--- config.mk ---
export PLATFORM = sky130hd
export DESIGN_NAME = mem_stage_lsu
export DESIGN_NICKNAME = d
export VERILOG_FILES = /design/src/rtl/mem_stage_lsu_pkg.sv /design/src/rtl/lsu_load_align.sv /design/src/rtl/mem_stage_lsu.sv
export SDC_FILE = /design/constraint.sdc
export NUM_CORES = 1
export LEC_CHECK = 0
export CAP_MARGIN = 0
export CORE_ASPECT_RATIO = 0.75
export CORE_UTILIZATION = 50
export CTS_CLUSTER_SIZE = 20
export DETAILED_ROUTE_END_ITERATION = 10
export MAX_ROUTING_LAYER = met4
export PLACE_DENSITY = 0.86
export SYNTH_ARGS = -nofsm -noshare
export SYNTH_HDL_FRONTEND = slang
export SYNTH_SLANG_ARGS = --single-unit
--- constraint.sdc ---
create_clock -name clk -period 4.55 [get_ports clk]
set_input_delay 0.6825 -clock clk [delete_from_list [all_inputs] [get_ports clk]]
set_output_delay 0.6825 -clock clk [all_outputs]
set_load 0.01 [all_outputs]
--- src/rtl/mem_stage_lsu_pkg.sv ---
// Shared types and helpers for the MEM stage load/store unit.
// Holds the pipeline field types, the memory funct3 encoding, the LSU
// state enum, the latched request and MEM/WB record layouts, and
// the helper functions that do store-side alignment and misalignment checks.
package mem_stage_lsu_pkg;

  typedef logic [31:0] data_t;
  typedef logic        enable_t;
  typedef logic [4:0]  reg_addr_t;

  // Selects which value the WB stage writes back to the register file.
  typedef enum logic [1:0] {
    WB_ALU     = 2'b00,
    WB_MEM     = 2'b01,
    WB_PC_NEXT = 2'b10
  } wb_data_sel_t;

  // Store encodings reuse the load ones: SB=LB, SH=LH, SW=LW.
  typedef enum logic [2:0] {
    LB  = 3'b000,
    LH  = 3'b001,
    LW  = 3'b010,
    LBU = 3'b100,
    LHU = 3'b101
  } mem_funct3_t;

  typedef enum logic {
    LSU_IDLE,
    LSU_WAIT
  } lsu_state_t;

  // Everything about an in-flight access. This record is captured when the
  // access is accepted, so it survives while the EX/MEM register is stalled.
  typedef struct packed {
    data_t        addr;
    logic         we;
    logic [3:0]   wstrb;
    data_t        wdata;
    mem_funct3_t  funct3;
    reg_addr_t    rd;
    enable_t      reg_write;
    wb_data_sel_t wb_sel;
    data_t        pc_next;
  } lsu_req_t;

  // MEM/WB pipeline register contents.
  typedef struct packed {
    logic         valid;
    data_t        alu_result;
    data_t        mem_rdata;
    reg_addr_t    rd;
    enable_t      reg_write;
    wb_data_sel_t wb_sel;
    data_t        pc_next;
    logic         misalign;
    logic         bus_err;
  } memwb_t;

  // Undefined encodings are reported as misaligned. Stores have no
  // unsigned forms, so LBU/LHU are undefined when is_store is set.
  function automatic logic access_misaligned(mem_funct3_t f, logic is_store,
                                             logic [1:0] a);
    logic bad;
    case (f)
      LB:      bad = 1'b0;
      LH:      bad = a[0];
      LW:      bad = (a != 2'b00);
      LBU:     bad = is_store;
      LHU:     bad = is_store | a[0];
      default: bad = 1'b1;
    endcase
    return bad;
  endfunction

  function automatic logic [3:0] store_strobe(mem_funct3_t f, logic [1:0] a);
    logic [3:0] s;
    case (f)
      LB:      s = 4'b0001 << a;
      LH:      s = 4'b0011 << a;
      default: s = 4'b1111;
    endcase
    return s;
  endfunction

  // The data is copied across all byte lanes, so the strobes alone select
  // which lanes the memory actually writes.
  function automatic data_t store_data(mem_funct3_t f, data_t d);
    data_t w;
    case (f)
      LB:      w = {4{d[7:0]}};
      LH:      w = {2{d[15:0]}};
      default: w = d;
    endcase
    return w;
  endfunction

endpackage

--- src/rtl/lsu_load_align.sv ---
// Load data aligner: picks the byte or halfword addressed by addr_lo_i out
// of the raw memory word and sign- or zero-extends it according to funct3.
// Ports:
//   rdata_i    raw 32-bit word returned by data memory
//   addr_lo_i  low two address bits of the access
//   funct3_i   load size/sign encoding
//   data_o     aligned, extended load value (0 for undefined encodings)
module lsu_load_align
  import mem_stage_lsu_pkg::*;
(
  input  data_t       rdata_i,
  input  logic [1:0]  addr_lo_i,
  input  mem_funct3_t funct3_i,
  output data_t       data_o
);

  data_t shifted;

  // The addressed byte/half is moved down to bit 0, then extended.
  always_comb begin
    shifted = rdata_i >> {addr_lo_i, 3'b000};
    case (funct3_i)
      LB:      data_o = {{24{shifted[7]}}, shifted[7:0]};
      LBU:     data_o = {24'h000000, shifted[7:0]};
      LH:      data_o = {{16{shifted[15]}}, shifted[15:0]};
      LHU:     data_o = {16'h0000, shifted[15:0]};
      LW:      data_o = rdata_i;
      default: data_o = '0;
    endcase
  end

endmodule

--- src/rtl/mem_stage_lsu.sv ---
// MEM stage of the 5-stage RV32I pipeline.
// Drives a req/ack data-memory port, holding the request for as many cycles
// as the memory needs. It aligns store data and strobes on the way out and
// extends load data on the way in. It also contains the MEM/WB register.
// Ports:
//   clk, rst_n            clock, asynchronous active-low reset
//   valid_i .. pc_next_i  EX/MEM register contents
//   stall_o               hold EX/MEM and everything upstream this cycle
//   dmem_*                data-memory request/response port
//   valid_o .. pc_next_o  MEM/WB register contents towards WB
//   misalign_o, bus_err_o exception pulses aligned with valid_o
// Parameter TIMEOUT_CYCLES: WAIT cycles before an access is abandoned
// (0 = never time out).
module mem_stage_lsu
  import mem_stage_lsu_pkg::*;
#(
  parameter int unsigned TIMEOUT_CYCLES = 255
) (
  input  logic         clk,
  input  logic         rst_n,
  input  logic         valid_i,
  input  data_t        alu_result_i,
  input  enable_t      mem_read_c_i,
  input  enable_t      mem_write_c_i,
  input  data_t        mem_write_data_i,
  input  mem_funct3_t  mem_funct3_i,
  input  reg_addr_t    rd_i,
  input  enable_t      reg_write_c_i,
  input  wb_data_sel_t wb_data_sel_c_i,
  input  data_t        pc_next_i,
  output logic         stall_o,
  output logic         dmem_req_o,
  output logic         dmem_we_o,
  output data_t        dmem_addr_o,
  output logic [3:0]   dmem_wstrb_o,
  output data_t        dmem_wdata_o,
  input  logic         dmem_ack_i,
  input  data_t        dmem_rdata_i,
  output logic         valid_o,
  output data_t        alu_result_o,
  output data_t        mem_rdata_o,
  output reg_addr_t    rd_o,
  output enable_t      reg_write_c_o,
  output wb_data_sel_t wb_data_sel_c_o,
  output data_t        pc_next_o,
  output logic         misalign_o,
  output logic         bus_err_o
);

  localparam int unsigned CNT_W =
    (TIMEOUT_CYCLES < 2) ? 1 : $clog2(TIMEOUT_CYCLES + 1);
  // The counter starts at 0 in the first WAIT cycle, so the access expires
  // in the cycle where the counter equals TIMEOUT_CYCLES-1.
  localparam logic [CNT_W-1:0] CNT_LAST =
    (TIMEOUT_CYCLES == 0) ? '0 : CNT_W'(TIMEOUT_CYCLES - 1);

  lsu_state_t       state_q, state_d;
  logic [CNT_W-1:0] cnt_q, cnt_d;
  lsu_req_t         req_q, req_d;
  memwb_t           wb_q, wb_d;

  logic  is_mem;
  logic  misaligned;
  logic  expire;
  logic  stall;
  data_t load_data;

  assign is_mem     = valid_i & (mem_read_c_i | mem_write_c_i);
  assign misaligned = access_misaligned(mem_funct3_i, mem_write_c_i,
                                        alu_result_i[1:0]);
  assign expire     = (TIMEOUT_CYCLES != 0) && (cnt_q == CNT_LAST);

  lsu_load_align u_load_align (
    .rdata_i   (dmem_rdata_i),
    .addr_lo_i (req_q.addr[1:0]),
    .funct3_i  (req_q.funct3),
    .data_o    (load_data)
  );

  // Next-state logic. The MEM/WB register loads every cycle. While an
  // access is stalled it loads a bubble, so WB never sees the held EX/MEM
  // instruction twice.
  always_comb begin
    state_d = state_q;
    cnt_d   = cnt_q;
    req_d   = req_q;
    stall   = 1'b0;

    wb_d.valid      = 1'b0;
    wb_d.alu_result = alu_result_i;
    wb_d.mem_rdata  = '0;
    wb_d.rd         = rd_i;
    wb_d.reg_write  = 1'b0;
    wb_d.wb_sel     = wb_data_sel_c_i;
    wb_d.pc_next    = pc_next_i;
    wb_d.misalign   = 1'b0;
    wb_d.bus_err    = 1'b0;

    case (state_q)
      LSU_IDLE: begin
        cnt_d = '0;
        if (is_mem && !misaligned) begin
          stall           = 1'b1;
          req_d.addr      = alu_result_i;
          req_d.we        = mem_write_c_i;
          req_d.wstrb     = mem_write_c_i
                            ? store_strobe(mem_funct3_i, alu_result_i[1:0])
                            : 4'b0000;
          req_d.wdata     = mem_write_c_i
                            ? store_data(mem_funct3_i, mem_write_data_i)
                            : '0;
          req_d.funct3    = mem_funct3_i;
          req_d.rd        = rd_i;
          req_d.reg_write = reg_write_c_i;
          req_d.wb_sel    = wb_data_sel_c_i;
          req_d.pc_next   = pc_next_i;
          state_d         = LSU_WAIT;
        end else if (is_mem) begin
          // A misaligned access issues no request and retires at once
          // with its register write suppressed.
          wb_d.valid    = 1'b1;
          wb_d.misalign = 1'b1;
        end else begin
          wb_d.valid     = valid_i;
          wb_d.reg_write = valid_i & reg_write_c_i;
        end
      end

      LSU_WAIT: begin
        stall = 1'b1;
        if (dmem_ack_i || expire) begin
          // Ack takes priority over an expiry in the same cycle. Either way
          // the stall releases now, so the pipeline advances at this edge.
          stall           = 1'b0;
          state_d         = LSU_IDLE;
          cnt_d           = '0;
          wb_d.valid      = 1'b1;
          wb_d.alu_result = req_q.addr;
          wb_d.rd         = req_q.rd;
          wb_d.wb_sel     = req_q.wb_sel;
          wb_d.pc_next    = req_q.pc_next;
          if (dmem_ack_i) begin
            wb_d.reg_write = req_q.reg_write;
            wb_d.mem_rdata = req_q.we ? '0 : load_data;
          end else begin
            wb_d.bus_err = 1'b1;
          end
        end else begin
          cnt_d = cnt_q + CNT_W'(1);
        end
      end

      default: state_d = LSU_IDLE;
    endcase
  end

  // State, request record and MEM/WB register.
  always_ff @(posedge clk or negedge rst_n) begin
    if (!rst_n) begin
      state_q <= LSU_IDLE;
      cnt_q   <= '0;
      req_q   <= '0;
      wb_q    <= '0;
    end else begin
      state_q <= state_d;
      cnt_q   <= cnt_d;
      req_q   <= req_d;
      wb_q    <= wb_d;
    end
  end

  // Gated by rst_n so that every output is 0 while reset is asserted, even
  // if a memory op is sitting in EX/MEM.
  assign stall_o = stall & rst_n;

  assign dmem_req_o   = (state_q == LSU_WAIT);
  assign dmem_we_o    = req_q.we;
  assign dmem_addr_o  = {req_q.addr[31:2], 2'b00};
  assign dmem_wstrb_o = req_q.wstrb;
  assign dmem_wdata_o = req_q.wdata;

  assign valid_o         = wb_q.valid;
  assign alu_result_o    = wb_q.alu_result;
  assign mem_rdata_o     = wb_q.mem_rdata;
  assign rd_o            = wb_q.rd;
  assign reg_write_c_o   = wb_q.reg_write;
  assign wb_data_sel_c_o = wb_q.wb_sel;
  assign pc_next_o       = wb_q.pc_next;
  assign misalign_o      = wb_q.misalign;
  assign bus_err_o       = wb_q.bus_err;

endmodule

==> results.toml, run 1 <==
[status]
status = "finished, final reports clean"

[timing]
timing.hold.ws_ps = 42.7
setup_viol = 0
fin_setup_tns_ps = 0
maxSlewViolCount = 0
skew_ps = 18.5
rsz0062_at_grt = "no"
hold_viol = 0
fmax_ghz = 0.274
worst_pin_slew_ps = 1230
finalCritPeriodShare_pct = 80.1
fin_crit_ps = 3650
slew-limit-headroom_pct = 17.7

[grt]
grt_pass1_wl_mm = 37.5
grt_pass1_vias = 6995
grt_max_degree = 149
gr-total-overflow = 0
antenna_found_initial = 0
met1_usage_pct = 30.3
grt_use_met2_pct = 40.8
top_usage_layer = "met2"
track_usage_pct = 24.8
met3_usage_pct = 6.86

[layout]
nets = 1148
nFillCells = 1266
stdcell_area_mm2 = 0.0137
diodes = 0
syn2layout_area_growth_pct = 38.5
postLayoutCoreUtil_pct = 70.8
drive_gt1_share_pct = 22.4
final_cells = 1271

[critical_path]
r2r-start = "req_q[80]"
critical_path_arrival_ps = 2960
worst_setup_path_start_kind = "primary input"
cp_max_fo = 9
crit_start = "alu_result_i[0]"
cp-end-kind = "output pin"
required_ps = 3870
worstSetupPathType = "in2out"

[drt]
post_drt_via_cell_ratio = 5.34
routedWlPerCell_um = 19.5
ant_nets = 0
drt_iter0_drc = 570
dr.pass1.iters = 5
vias = 6792
wl_mm = 24.7
drc = 0

[logic_synthesis]
yosys.area.top_type_share_pct = 57.8
synth_edf_count = 0
async_reset_ff_share_pct = 100
synth.avg_cell_area_um2 = 13.1
netlist_area_mm2 = 0.00988
yosys_register_bits = 228
ys_types = 46
ys_warn_count = 0
synth_area_leaders = "dfrtp_1 58%, mux2_2 19%, buf_4 5.2%, nand2_1 2.2%, o21ai_0 1.7%"
synth.yosys.seq_area_share_pct = 57.8
yosysTopAreaCell = "dfrtp_1"
synthFlopType = "dfrtp_1"
synthCells = 756

[placed_design]
placed_cells = 1229
hpwl_mm = 17.0
port_buffers = 320
routabilityCongestion = 0.844
place_area_mm2 = 0.0128

[clock_network]
ctsResizeCount = 0
htree_levels = 1
cts_buffers = 23
cts_sinks = 228
postCtsSetupBuffers = 0
cts.clk_slew.worst_paths_ps = 60
cts_hold_buf = 0
ctsLongestPathBuffers = 3
cts_root_buf = "clkbuf_16"
cts_tree = "done"
clk_latency_ps = 520

[floorplan]
initial_utilization_pct = 51.1
num_rows = 44
die_w_um = 164
ioPinCount = 323
dieArea_mm2 = 0.0203
die_y_um = 124
core_area_mm2 = 0.0193

[power]
power_leakage_nw = 5.88
powerDensity_mw_per_mm2 = 451
irDropWorstVdd_uv = 332

[hold_path]
hold_path_class = "in2async"

[job]
maxCapViolCount = 0
-- state kept, by name, indices dropped and copies added, names as in the netlist --
name	cells
valid_o	1
dmem_we_o	1
dmem_req_o	1
reg_write_c_o	1
bus_err_o	1
req_q	45
mem_rdata_o	32
misalign_o	1
alu_result_o	32
wb_data_sel_c_o	2
dmem_wdata_o	32
rd_o	5
pc_next_o	32
cnt_q	8
dmem_wstrb_o	4
dmem_addr_o	30
-- area by class of cell --
cell class                 count  area (um^2)  share of cell area [%]
sequential                   228         5710                    41.7
multi-input combinational    416         3490                    25.5
timing repair buffer         330         3300                    24.1
clock buffer                  33          653                    4.77
tap                          253          317                    2.31
clock inverter                 9          210                    1.54
inverter                       2         7.51                  0.0549
-- worst max-delay path, cell delays in order --
cell and delay [ps]:
clkdlybuf4s50_1 550, nor4_1 630, o221ai_4 200, nand2_1 130
and2_1 210, clkdlybuf4s50_1 560
-- synth_stat cells, types with 7 or more instances --
cell / n
mux2i_1: 10
a21o_1: 9
buf_4: 68
o21ai_0: 34
a21o_2: 7
nand2_1: 57
a22oi_1: 15
o31ai_1: 16
mux2_2: 164
a21oi_1: 10
o2bb2ai_1: 8
clkbuf_1: 23
nor2_1: 36
dfrtp_1: 228
buf_2: 16
-- kinds of logic (layout without fill, tap and decap cells) --
| kind of cell | after synthesis | count (layout) | share of synthesized area, % |
|---|---|---|---|
| AOI/OAI and AO/OA | 105 | 105 | 7.09 |
| and+or+nand+nor | 119 | 119 | 5.36 |
| DFF | 228 | 228 | 57.8 |
| xor gates and xnor gates | 6 | 6 | 0.532 |
| other | 1 | 2 | 0.0380 |
| adders and majority gates | 2 | 2 | 0.253 |
| muxes | 182 | 182 | 21.7 |
| buffers and inverters | 113 | 374 | 7.23 |
-- where the power goes --
group	switching, mW	internal, mW
Clock	0.797	1.35
Combinational	0.571	0.852
Sequential	0.232	2.37
Total	1.60	4.57
-- path summary, 6_finish.rpt --
check | end | slack [ps] | cells after the start
max in group asynchronous | dmem_addr_o[17] | 2670 | 3
max reg2reg | mem_rdata_o[22] | 1740 | 4
min | dmem_wdata_o[29] | 40 | 1
max | stall_o | 900 | 6
min in group clk | dmem_wdata_o[31] | 470 | 2
min reg2reg | dmem_wdata_o[31] | 470 | 2
-- stage by stage --
stage | worst slack (ps) | power (mW)
global route | 769 | 6.44
global placement | 975 | 3.99
floorplan | 1840 | 3.44
finish | 905 | 6.17
detailed placement | 904 | 4.05
CTS | 889 | 6.21
-- cell usage in the layout, fill, tap and decap left out, drive strengths merged, types with 8 or more instances in the layout --
cell / n
a21o: 16
nor2: 36
clkbuf: 33
mux4: 8
nand2: 57
o31ai: 16
clkdlybuf4s50: 319
mux2i: 10
dfrtp: 228
a21oi: 10
mux2: 164
buf: 11
a22oi: 15
o2bb2ai: 8
o21ai: 35
-- per-layer routing --
layer	part of all wire (%)	wire length (um)	up-vias
li1	-	-	3080
met1	40	9880	3371
met2	48	12000	298
met3	9.0	2230	43
met4	2.7	666	0
met5	0	0	-
No activity file was read; power rests on OpenSTA's default activity.
==> inputs of run 2 (changes only) <==
CORE_UTILIZATION = 46   (was 50)
PLACE_DENSITY = 0.8   (was 0.86)
clock period = 3.4 ns   (was 4.55 ns; I/O delays follow)
==> run 2 against run 1 <==
  * Wire length fell by 2.7%
  * Cell count rose by 3.4%
  * Clock power rose by 17%
  * Register-to-register slack got worse by 600 ps
  * Non-clock buffer count rose by 7
  * Clock skew fell by 6.2 ps
  * Count of clock-buffer cells in the layout did not move
==> results.toml, run 2 (same netlist as run 1, synthesis figures left out) <==
[critical_path]
cp_common_cell = "clkdlybuf4s50_1"
required_ps = 2890
critical_path_arrival_ps = 2550
cpPeakStageDelay_ps = 560
cp-end-kind = "output pin"
r2r_cells = 7
r2r-start = "cnt_q[0]"
cp_max_fo = 3
worst_setup_path_start_kind = "primary input"
worstPathCellList = "clkdlybuf4s50_1, a221oi_1, o221ai_4, nand2_1, and2_1, clkdlybuf4s50_1"
worstSetupPathType = "in2out"
r2r-end = "pc_next_o[16]"
r2r_slack_ps = 1140
slowest_stage = "clkdlybuf4s50_1"

[grt]
grt_pass1_wl_mm = 36.9
gr-total-overflow = 0
grt_pass1_vias = 6884
antenna_found_initial = 2
track_usage_pct = 22.2
grt_max_degree = 149

[hold_path]
hold_path_class = "in2async"

[floorplan]
ioPinCount = 323
die_w_um = 171
die_y_um = 129
core_area_mm2 = 0.0211
initial_utilization_pct = 46.8
dieArea_mm2 = 0.0221
num_rows = 46

[clock_network]
cts_root_buf = "clkbuf_16"
clk_latency_ps = 520
cts_sinks = 228
cts_buffers = 23
cts_tree = "done"
ctsResizeCount = 0
htree_levels = 1
cts.clk_slew.worst_paths_ps = 60
ctsLongestPathBuffers = 3

[layout]
largest_reg_flops = 45
layout_commonest_cell = "clkdlybuf4s50_1"
drive_gt1_share_pct = 22.9
largest_register = "req_q"
nFillCells = 1618
layout_common_cells = "319 x clkdlybuf4s50_1, 228 x dfrtp_1, 164 x mux2_2, 57 x nand2_1, 36 x nor2_1"
final_cells = 1314
syn2layout_area_growth_pct = 38.7
postLayoutCoreUtil_pct = 64.9
nets = 1155

[power]
power_leakage_nw = 5.87
irDropWorstVdd_uv = 422
powerDensity_mw_per_mm2 = 575

[status]
status = "finished, final reports clean"

[timing]
fmax_ghz = 0.327
rsz0062_at_grt = "no"
skew_ps = 12.3
maxSlewViolCount = 0
fin_crit_ps = 3060
fin_setup_tns_ps = 0
setup_ws_ps = 343
slew-limit-headroom_pct = 47.3
hold_viol = 0
finalCritPeriodShare_pct = 89.9
worst_pin_slew_ps = 791
setup_viol = 0

[drt]
dr.pass1.iters = 4
ant_nets = 0
routedWlPerCell_um = 18.3
drc = 0
wl_mm = 24.1
drt_iter0_drc = 351
vias = 6684
post_drt_via_cell_ratio = 5.09

[job]
maxCapViolCount = 0

[placed_design]
port_buffers = 320
hpwl_mm = 16.6
place_ws_ps = 354
routabilityCongestion = 0.816
placed_cells = 1270
[run 2: cell types whose count changed in the layout (fill, tap and decap cells not counted)]
cell / change
dlygate4sd3_1: +1
buf_12: +2
clkbuf_1: -2
clkbuf_8: +2
clkinv_2: +3
bufinv_16: -5
buf_4: +4
diode_2: +2
clkinvlp_4: +1
[run 2: how the worst max path moves through the flow]
stage,from,to,slack (ps),cells after the start
floorplan,alu_result_i[0],stall_o,1030,7
CTS,alu_result_i[0],stall_o,320,6
finish,alu_result_i[0],stall_o,340,6
detailed placement,alu_result_i[0],stall_o,350,6
global placement,mem_funct3_i[0],stall_o,380,6
global route,alu_result_i[0],stall_o,250,6
[run 2: repair_timing]
| item | 4_1_cts | 5_1_grt |
|---|---|---|
| endpoints found under the hold margin | 25 | 0 |
| hold buffers | 1 | 0 |
| buffers inserted | 0 | 0 |
[run 2: through the flow]
step | power [mW] | hold slack (ps) | area, um^2
global route | 8.26 | 433 | 13700
CTS | 7.97 | 436 | 13700
floorplan | 4.60 | 214 | 9880
global placement | 5.36 | 376 | 12900
detailed placement | 5.42 | 374 | 12900
finish | 7.88 | 427 | 13700
[run 2: routing by layer]
metal | wire (um) | vias up | GRT usage [%]
met4 | 520 | 0 | 5.41
li1 | - | 3103 | -
met3 | 2560 | 35 | 8.55
met2 | 11300 | 264 | 34.9
met1 | 9670 | 3282 | 26.8
met5 | 0 | - | -
[run 2: worst max-delay path: cells and delay by family]
family / cells / cell delay (ps)
AO/OA/AOI/OAI: 2 / 730
buffers and inverters: 2 / 1030
AND/OR/NAND/NOR: 2 / 280
[run 2: final cells by class]
cell class,count,area [um^2],area share (%)
antenna,2,5.00,0.0365
clock buffer,33,673,4.91
clock inverter,8,82.6,0.603
inverter,2,7.51,0.0548
multi-input combinational,416,3490,25.5
sequential,228,5710,41.6
tap,288,360,2.63
timing repair buffer,337,3380,24.6
[run 2: where the power goes]
group,internal (mW),switching (mW)
registers,3.17,0.288
clock network,1.46,1.05
logic,1.15,0.767
